--- src/rtl/reg_view_disp.sv ---
// rtl/reg_view_disp.sv - register-bank viewer driving a multiplexed seven-segment display
// Optional feature: define REG_VIEW_ADDR_SHOW_EN to show rd_addr on the top two digits.
module reg_view_disp #(
    parameter int DIGITS      = 8,
    parameter int REFRESH_DIV = 100000,
    parameter int ADDR_W      = 4,
    parameter int HOLD_CYCLES = 50000000
) (
    input  logic              CLK,
    input  logic              rst,
    input  logic              mode,
    input  logic [ADDR_W-1:0] sel,
    input  logic [31:0]       rd_data,
    output logic [ADDR_W-1:0] rd_addr,
    output logic [6:0]        SEG,
    output logic [DIGITS-1:0] AN,
    output logic              DP
);
    localparam int RW = $clog2(REFRESH_DIV);
    localparam int HW = $clog2(HOLD_CYCLES);
    localparam int DW = (DIGITS > 1) ? $clog2(DIGITS) : 1;

    logic [ADDR_W-1:0] rd_addr_q, rd_addr_d;
    logic [HW-1:0]     dwell_q, dwell_d;
    logic [31:0]       shadow_q;
    logic [RW-1:0]     refresh_q, refresh_d;
    logic [DW-1:0]     digit_q, digit_d;
    logic [6:0]        seg_q, seg_d;
    logic [DIGITS-1:0] an_q, an_d;
    logic              dp_q, dp_d;
    logic [3:0]        nib;

    function automatic logic [6:0] hex_seg(input logic [3:0] v);
        logic [6:0] s;
        case (v)
            4'h0: s = 7'b1000000;
            4'h1: s = 7'b1111001;
            4'h2: s = 7'b0100100;
            4'h3: s = 7'b0110000;
            4'h4: s = 7'b0011001;
            4'h5: s = 7'b0010010;
            4'h6: s = 7'b0000010;
            4'h7: s = 7'b1111000;
            4'h8: s = 7'b0000000;
            4'h9: s = 7'b0010000;
            4'hA: s = 7'b0001000;
            4'hB: s = 7'b0000011;
            4'hC: s = 7'b1000110;
            4'hD: s = 7'b0100001;
            4'hE: s = 7'b0000110;
            default: s = 7'b0001110;
        endcase
        return s;
    endfunction

    // Manual mode holds the dwell counter at zero, so entering auto always starts a fresh dwell.
    always_comb begin
        rd_addr_d = sel;
        dwell_d   = '0;
        if (mode) begin
            rd_addr_d = rd_addr_q;
            if (dwell_q == HW'(HOLD_CYCLES - 1)) begin
                rd_addr_d = rd_addr_q + ADDR_W'(1);
            end else begin
                dwell_d = dwell_q + HW'(1);
            end
        end
    end

    always_comb begin
        refresh_d = refresh_q + RW'(1);
        digit_d   = digit_q;
        if (refresh_q == RW'(REFRESH_DIV - 1)) begin
            refresh_d = '0;
            digit_d   = (digit_q == DW'(DIGITS - 1)) ? '0 : digit_q + DW'(1);
        end
    end

`ifdef REG_VIEW_ADDR_SHOW_EN
    logic [7:0] addr_ext;
    assign addr_ext = 8'(rd_addr_q);
`endif

    always_comb begin
        nib  = 4'h0;
        dp_d = !((digit_q == '0) && mode);
        for (int i = 0; i < DIGITS; i++) begin
            if (digit_q == DW'(i)) begin
                nib = shadow_q[4*i +: 4];
            end
        end
`ifdef REG_VIEW_ADDR_SHOW_EN
        if (DIGITS >= 4) begin
            if (digit_q == DW'(DIGITS - 1)) begin
                nib = addr_ext[7:4];
            end else if (digit_q == DW'(DIGITS - 2)) begin
                nib  = addr_ext[3:0];
                dp_d = 1'b0;
            end
        end
`endif
        seg_d = hex_seg(nib);
    end

    always_comb begin
        an_d = '1;
        for (int i = 0; i < DIGITS; i++) begin
            an_d[i] = !(digit_q == DW'(i));
        end
    end

    always_ff @(posedge CLK) begin
        if (!rst) begin
            rd_addr_q <= '0;
            dwell_q   <= '0;
            shadow_q  <= '0;
            refresh_q <= '0;
            digit_q   <= '0;
            seg_q     <= 7'b1111111;
            an_q      <= '1;
            dp_q      <= 1'b1;
        end else begin
            rd_addr_q <= rd_addr_d;
            dwell_q   <= dwell_d;
            shadow_q  <= rd_data;
            refresh_q <= refresh_d;
            digit_q   <= digit_d;
            seg_q     <= seg_d;
            an_q      <= an_d;
            dp_q      <= dp_d;
        end
    end

    assign rd_addr = rd_addr_q;
    assign SEG     = seg_q;
    assign AN      = an_q;
    assign DP      = dp_q;

endmodule

--- config.mk ---
export PLATFORM = sky130hd
export DESIGN_NAME = reg_view_disp
export DESIGN_NICKNAME = d
export VERILOG_FILES = /design/src/rtl/reg_view_disp.sv
export SDC_FILE = /design/constraint.sdc
export NUM_CORES = 1
export LEC_CHECK = 0
export ABC_AREA = 1
export BUFFER_PORTS_ARGS = -buffer_cell sky130_fd_sc_hd__buf_2
export CORE_MARGIN = 4
export CORE_UTILIZATION = 30
export CTS_BUF_LIST = sky130_fd_sc_hd__clkbuf_8
export CTS_CLUSTER_SIZE = 16
export DETAILED_ROUTE_END_ITERATION = 8
export MAX_ROUTING_LAYER = met4
export PLACE_DENSITY_LB_ADDON = 0.25
export SYNTH_ARGS = -nofsm -noshare
export SYNTH_HDL_FRONTEND = slang
export SYNTH_SLANG_ARGS = --single-unit
--- constraint.sdc ---
create_clock -name CLK -period 2.8 [get_ports CLK]
set_input_delay 0.14 -clock CLK [delete_from_list [all_inputs] [get_ports CLK]]
set_output_delay 0.14 -clock CLK [all_outputs]
set_load 0.02 [all_outputs]
==> results of run 1 <==
## layout make-up
| class | instances | area [um^2] | share of cell area |
|---|---|---|---|
| Clock inverter | 6 | 28.78 | 0.005198 |
| Timing Repair Buffer | 92 | 625.6 | 0.1130 |
| Clock buffer | 9 | 123.9 | 0.02237 |
| Multi-Input combinational cell | 409 | 2133 | 0.3853 |
| Inverter | 114 | 432.9 | 0.07819 |
| Sequential cell | 98 | 1962 | 0.3543 |
| Tap cell | 184 | 230.2 | 0.04158 |
## cell usage after synthesis (3+ instances only)
master / n / area share
nor2_1: 65 / 0.053
clkbuf_1: 8 / 0.0065
o21ai_0: 14 / 0.015
nor3b_1: 4 / 0.0065
buf_6: 3 / 0.0074
xor2_1: 6 / 0.011
nand2_2: 8 / 0.011
nor2_2: 6 / 0.0082
nor2_4: 7 / 0.017
nand3_2: 3 / 0.0065
nand2_1: 171 / 0.14
o21ai_1: 3 / 0.0033
a21oi_1: 22 / 0.024
nor3_1: 13 / 0.014
ha_1: 15 / 0.041
dfxtp_1: 98 / 0.43
nor4_1: 3 / 0.0041
or2_2: 5 / 0.0068
nand3_1: 36 / 0.039
inv_1: 104 / 0.085
xnor2_1: 7 / 0.013
inv_2: 7 / 0.0057
nand4_1: 4 / 0.0054
## metrics by stage
step | power (W) | setup WS [ns] | instance area (um^2) | hold WS, ns
after global placement | 0.001669 | 0.5336 | 5064 | 0.3255
after global routing | 0.002568 | 0.06648 | 5537 | 0.07081
after detailed placement | 0.001673 | 0.4013 | 5064 | 0.3283
final | 0.002436 | 0.3684 | 5537 | 0.06625
after floorplan | 0.001603 | 0.7615 | 4592 | 0.2376
after CTS | 0.002487 | 0.3871 | 5537 | 0.04748
## worst max-delay path: cells and delay by family, from the launching register on
family	cells	cell delay, ns
AOI/OAI and AO/OA	2	0.38
adders and majority gates	3	0.71
and+or+nand+nor	8	0.51
buffers and inverters	3	0.29
DFF	1	0.41
## flip-flops by register name, summed over array words and instances (netlist names)
register and flops:
AN 8, DP 1, digit_q 3, rd_addr 4, dwell_q 26, shadow_q 32
refresh_q 17, SEG 7
## kinds of logic after synthesis
logic type,Yosys count,synth area share
muxes,2,0.004360
buffers and inverters,125,0.1082
and+or+nand+nor,336,0.3447
DFF,98,0.4272
AOI/OAI and AO/OA,43,0.04986
adders and majority gates,15,0.04087
xor gates and xnor gates,13,0.02480
## report_power, final
group	leakage (nW)	internal (W)	switching [W]	total, W
Clock	0.0887	0.000306	0.000461	0.000767
Sequential	0.804	0.00144	0.0000176	0.00145
Combinational	1.66	0.0000961	0.000119	0.000215
## how the worst max path moves through the flow
stage / start / to / slack, ns / depth (start not counted)
finish: digit_q[0]$_SDFFE_PN0P_ / SEG[3]$_SDFF_PN1_ / 0.37 / 16
global route: digit_q[0]$_SDFFE_PN0P_ / SEG[3]$_SDFF_PN1_ / 0.07 / 16
detailed placement: digit_q[0]$_SDFFE_PN0P_ / SEG[3]$_SDFF_PN1_ / 0.40 / 16
CTS: digit_q[0]$_SDFFE_PN0P_ / SEG[3]$_SDFF_PN1_ / 0.39 / 16
floorplan: digit_q[0]$_SDFFE_PN0P_ / SEG[5]$_SDFF_PN1_ / 0.76 / 16
global placement: digit_q[0]$_SDFFE_PN0P_ / SEG[3]$_SDFF_PN1_ / 0.53 / 16
## routing by layer
layer,global-route usage,vias to the layer above
li1,-,2111
met3,0.02179,13
met1,0.1394,1728
met5,-,-
met2,0.2029,54
met4,0.05951,0
## layout by cell type (no fill, tap or decap), types with 3 or more instances in the layout
cell             n
o21ai_1          3
dfxtp_1         98
nor4_1           3
dlygate4sd3_1   32
nor2_1          65
nor2_2           6
inv_2            7
nand3_2          3
a21oi_1         22
o21ai_0         14
nor3_1          13
nor2_4           7
nand2_2          8
nand3_1         36
nor3b_1          4
nand2_1        171
xnor2_1          7
nand4_1          4
inv_1          107
clkbuf_8         9
or2_2            5
buf_2           58
ha_1            15
xor2_1           6
==> metrics.csv, run 1 <==
stage,metric,value,unit
sta,"Hold Violations, Final",0,
min_path,type of the worst min-delay path,in2reg,
synth,post-synthesis cell count,632,
min_path,Hold EP,DP$_SDFF_PN1_,
critical_path,CP max stage cell,dfxtp_1,
synth,syn nets,686,
global_route,Total GRT Usage,0.1209,
synth,Cell variety after synth,38,
final_layout,layout filler cell count,1555,
final_layout,ant diodes,0,
synth,Synth Cell Area,4592,um^2
floorplan,core area,14750,um^2
final_layout,Finished Layout Cells,912,
floorplan,FP Rows,44,
routing,drt total wl,9.698,mm
routing,detailed-route via count,3906,
critical_path,"most used cell, CP",nand2_1,
clock_network,CTS Sinks,98,
clock_network,Num CTS Buffers,9,
critical_path,CP endpoint kind,flip-flop,
pwr,Peak VDD IR,0.1986,mV
routing,wire per inst,10.63,um
routing,WL met2,4.585,mm
sta,Slew @ Worst Pin,0.4846,ns
final_layout,nets,778,
sta,Final Cycle Share,0.8684,
routing,initial DRC count,229,
routing,vias per std cell,4.283,
clock_network,cts hold-fix bufs,32,
clock_network,Worst-path clk slew,0.09,ns
synth,syn_area_per_cell,7.266,um^2
sta,RSZ-0062 raised after global routing,false,
sta,minimum clock period,2.432,ns
sta,Max Freq,0.4112,GHz
final_layout,Final Util,0.3753,
min_path,Hold Startpoint,mode,
critical_path,reg2reg start,digit_q[0]$_SDFFE_PN0P_,
routing,DR WL met3,305,um
synth,"Seq/Total Area, Yosys",0.4272,
clock_network,Root Driver,clkbuf_8,
critical_path,Worst Path Required,3.04,ns
critical_path,Reg2Reg Depth,16,
floorplan,die area,17350,um^2
placed_design,Post-Place Cells,865,
floorplan,Die X,131.7,um
global_route,initial antenna violation count,0,
synth,Yosys warning total,0,
run,Max-Cap Viols,0,
critical_path,CP arrival,2.67,ns
run_status,status,completed,
critical_path,CP cell instances,ha_1 -> ha_1 -> inv_1 -> o21ai_0 -> inv_1 -> nand2_1 -> nand2_1 -> nand2_1 -> nand2_1 -> a21boi_2 -> inv_1 -> ha_1 -> nand2_1 -> nand2_1 -> nand2_1 -> nand3_1,
global_route,pin count of the biggest net entering global routing,52,
floorplan,initial core utilization,0.3112,
pwr,P per Cell Area,440.0,nW/um^2
clock_network,CTS Buffer Depth,2,
routing,Top Layer Used,met4,
clock_network,htree depth,3,
placed_design,GPL Wtd Cong,0.8436,
synth,"Top FF cell, synth",dfxtp_1,
global_route,first-pass GRT wire length,16.96,mm
routing,DR pass1 iterations,5,
critical_path,Setup CP Type,reg2reg,
critical_path,"Max FO, Critical Path",6,
sta,fin. max-slew vios,0,
final_layout,layout cells sized above 1,0.1635,
clock_network,# resized after CTS,0,
clock_network,worst skew pair latency,0.36,ns
clock_network,CTS tree,built,
critical_path,crit path launch type,flip-flop,
synth,ys async rst share,0,
global_route,total grt overflow,0,
final_layout,Synth-to-Final Area Change,20.57,%
sta,final setup vio count,0,
synth,Post-synth EDFFs,0,
min_path,worst hold stages,2,
floorplan,die height,131.7,um
routing,DRC viols,0,
synth,Yosys reg bits,98,
critical_path,R2R setup slack,0.37,ns
routing,ANT nets after route,0,
sta,Slew headroom,0.6770,
pwr,Leak,2.555,nW
placed_design,post-DP HPWL,7.309,mm
routing,Metal-1 WL,4.590,mm
global_route,vias in the first global route,3877,
clock_network,Post CTS Setup Buffer Count,0,
critical_path,reg2reg end,SEG[3]$_SDFF_PN1_,
floorplan,I/O pin count,59,
critical_path,CP max stage delay,0.41,ns
sta,post-route setup TNS,0,ns
placed_design,IO Port Bufs,58,
sta,clock skew,0.004921,ns
(Power assumes the default switching activity.)
==> inputs of run 2 (changes only) <==
--- a/config.mk
+++ b/config.mk
@@ -8,12 +8,13 @@
 export ABC_AREA = 1
 export BUFFER_PORTS_ARGS = -buffer_cell sky130_fd_sc_hd__buf_2
 export CORE_MARGIN = 4
-export CORE_UTILIZATION = 30
+export CORE_UTILIZATION = 36
 export CTS_BUF_LIST = sky130_fd_sc_hd__clkbuf_8
 export CTS_CLUSTER_SIZE = 16
 export DETAILED_ROUTE_END_ITERATION = 8
 export MAX_ROUTING_LAYER = met4
 export PLACE_DENSITY_LB_ADDON = 0.25
+export RECOVER_POWER = 50
 export SYNTH_ARGS = -nofsm -noshare
 export SYNTH_HDL_FRONTEND = slang
 export SYNTH_SLANG_ARGS = --single-unit
==> run 2 against run 1 <==
Non-clock buffer count stayed put. Clock power is 16% higher. Combinational power is 3% lower. Worst setup slack better by 0.038 ns. Final cell count is 1.6% lower. First-iteration DRC count is 17% higher. Sequential share of layout area hardly changed. Total power is 4.9% higher. Via count is 0.20% higher. Utilization is 7.6 points higher. Highest routed layer unchanged.
==> metrics.csv, run 2 (same netlist as run 1, synthesis figures left out) <==
stage,metric,value,unit
run_status,status,completed,
final_layout,ant diodes,0,
pwr,Clock Power Share,0.348,
routing,detailed-route via count,3914,
placed_design,Post-Place Cells,849,
routing,initial DRC count,267,
routing,wire per inst,10.41,um
pwr,Internal Dissipation,0.001897,W
pwr,register share of total power,0.570,
final_layout,Finished Layout Cells,897,
pwr,P per Cell Area,461.9,nW/um^2
critical_path,Worst Path Required,3.08,ns
sta,Final Cycle Share,0.8548,
sta,RSZ-0062 raised after global routing,false,
routing,drt total wl,9.339,mm
clock_network,# resized after CTS,0,
critical_path,Setup CP Type,reg2reg,
floorplan,I/O pin count,59,
sta,Slew headroom,0.6891,
final_layout,"commonest cells after routing, fill and taps aside","nand2_1, inv_1, dfxtp_1",
final_layout,Biggest register,shadow_q,
clock_network,worst skew pair latency,0.37,ns
placed_design,post-DP HPWL,7.048,mm
final_layout,nets,778,
clock_network,Root Driver,clkbuf_8,
floorplan,die area,14630,um^2
critical_path,CP cell instances,ha_1 -> ha_1 -> inv_1 -> o21ai_0 -> inv_1 -> nand2_1 -> nand2_1 -> nand2_1 -> nand2_1 -> a21boi_2 -> inv_1 -> ha_1 -> nand2_1 -> o21ai_0 -> nand2_1 -> nand2_1,
clock_network,Num CTS Buffers,9,
sta,Max Freq,0.4178,GHz
global_route,first-pass GRT wire length,16.50,mm
global_route,pin count of the biggest net entering global routing,52,
placed_design,GPL Wtd Cong,0.8397,
clock_network,CTS tree,built,
final_layout,layout cells sized above 1,0.1399,
final_layout,Largest regs,"shadow_q (32), dwell_q (26), refresh_q (17)",
clock_network,Worst-path clk slew,0.10,ns
final_layout,"most common cell after layout, fill and taps aside",nand2_1,
critical_path,CP endpoint kind,flip-flop,
placed_design,DP Worst Slack,0.4458,ns
floorplan,core area,12260,um^2
global_route,initial antenna violation count,0,
critical_path,CP max stage cell,dfxtp_1,
clock_network,CTS Buffer Depth,2,
sta,fin. max-slew vios,0,
floorplan,die height,120.9,um
sta,final setup vio count,0,
pwr,sw power,0.0006576,W
critical_path,"most used cell, CP",nand2_1,
sta,"Hold Violations, Final",0,
run,Max-Cap Viols,0,
global_route,Total GRT Usage,0.1389,
placed_design,IO Port Bufs,58,
global_route,total grt overflow,0,
pwr,"Power, Total",0.002554,W
critical_path,CP max stage delay,0.40,ns
global_route,vias in the first global route,3800,
sta,post-route setup TNS,0,ns
pwr,combinational group share of total power,0.082,
floorplan,Die X,120.9,um
floorplan,FP Rows,40,
sta,Final Worst Setup Slack,0.4065,ns
min_path,type of the worst min-delay path,in2reg,
critical_path,R2R setup slack,0.41,ns
critical_path,"Max FO, Critical Path",6,
final_layout,Synth-to-Final Area Change,20.44,%
critical_path,CP arrival,2.67,ns
clock_network,htree depth,3,
critical_path,crit path launch type,flip-flop,
final_layout,max FFs per register,32,
pwr,Sw Ratio,0.2574,
sta,minimum clock period,2.393,ns
sta,Slew @ Worst Pin,0.4664,ns
routing,DRC viols,0,
routing,DR pass1 iterations,4,
clock_network,CTS Sinks,98,
pwr,Leak,2.521,nW
final_layout,layout filler cell count,1230,
sta,clock skew,0.008623,ns
floorplan,initial core utilization,0.3745,
routing,vias per std cell,4.363,
pwr,Peak VDD IR,0.2037,mV
routing,ANT nets after route,0,
run 2: final timing paths:
path	startpoint	end	cells past startpoint
worst min register to register	refresh_q[0]$_SDFF_PP0_	refresh_q[0]$_SDFF_PP0_	1
worst max-delay path	digit_q[0]$_SDFFE_PN0P_	SEG[5]$_SDFF_PN1_	16
worst max register to register	digit_q[0]$_SDFFE_PN0P_	SEG[5]$_SDFF_PN1_	16
worst min-delay path	sel[1]	rd_addr[1]$_SDFFE_PN0P_	3
run 2: worst max-delay path: cells and delay by family, from the launching register on:
family                     cells  cell delay [ns]
adders and majority gates      3             0.71
AOI/OAI and AO/OA              3             0.46
and+or+nand+nor                7             0.45
DFF                            1             0.40
buffers and inverters          3             0.29
run 2: power by group through the flow:
stage	Sequential [W]	Combinational, W	Clock, W
floorplan	0.00150	0.000101	0
global placement	0.00149	0.000179	0
detailed placement	0.00149	0.000182	0
CTS	0.00145	0.000216	0.000926
global route	0.00146	0.000240	0.000976
finish	0.00145	0.000209	0.000890
run 2: cell type report:
class / instances / area [um^2] / area share
Multi-Input combinational cell: 409 / 2131 / 0.3853
Sequential cell: 98 / 1962 / 0.3548
Timing Repair Buffer: 92 / 600.6 / 0.1086
Inverter: 114 / 432.9 / 0.07828
Tap cell: 168 / 210.2 / 0.03801
Clock buffer: 10 / 137.6 / 0.02489
Clock inverter: 6 / 56.30 / 0.01018
run 2: repair_timing:
item / 4_1_cts / 5_1_grt
hold buffers: 32 / 0
buffers inserted: 0 / 0
endpoints found under the hold margin: 32 / 0
run 2: through the flow:
step | hold WS, ns | util | instance area [um^2]
floorplan | 0.2376 | - | 4592
global placement | 0.3243 | 0.4113 | 5044
detailed placement | 0.3259 | 0.4113 | 5044
CTS | 0.05347 | 0.4533 | 5558
global route | 0.06709 | 0.4510 | 5530
finish | 0.05496 | 0.4510 | 5530
run 2: per-layer routing:
metal / up-vias / track usage / part of all wire
li1: 2112 / - / -
met5: - / - / 0
met4: 0 / 0.06020 / 0.019
met3: 15 / 0.02145 / 0.030
met1: 1730 / 0.1675 / 0.47
met2: 57 / 0.2306 / 0.49
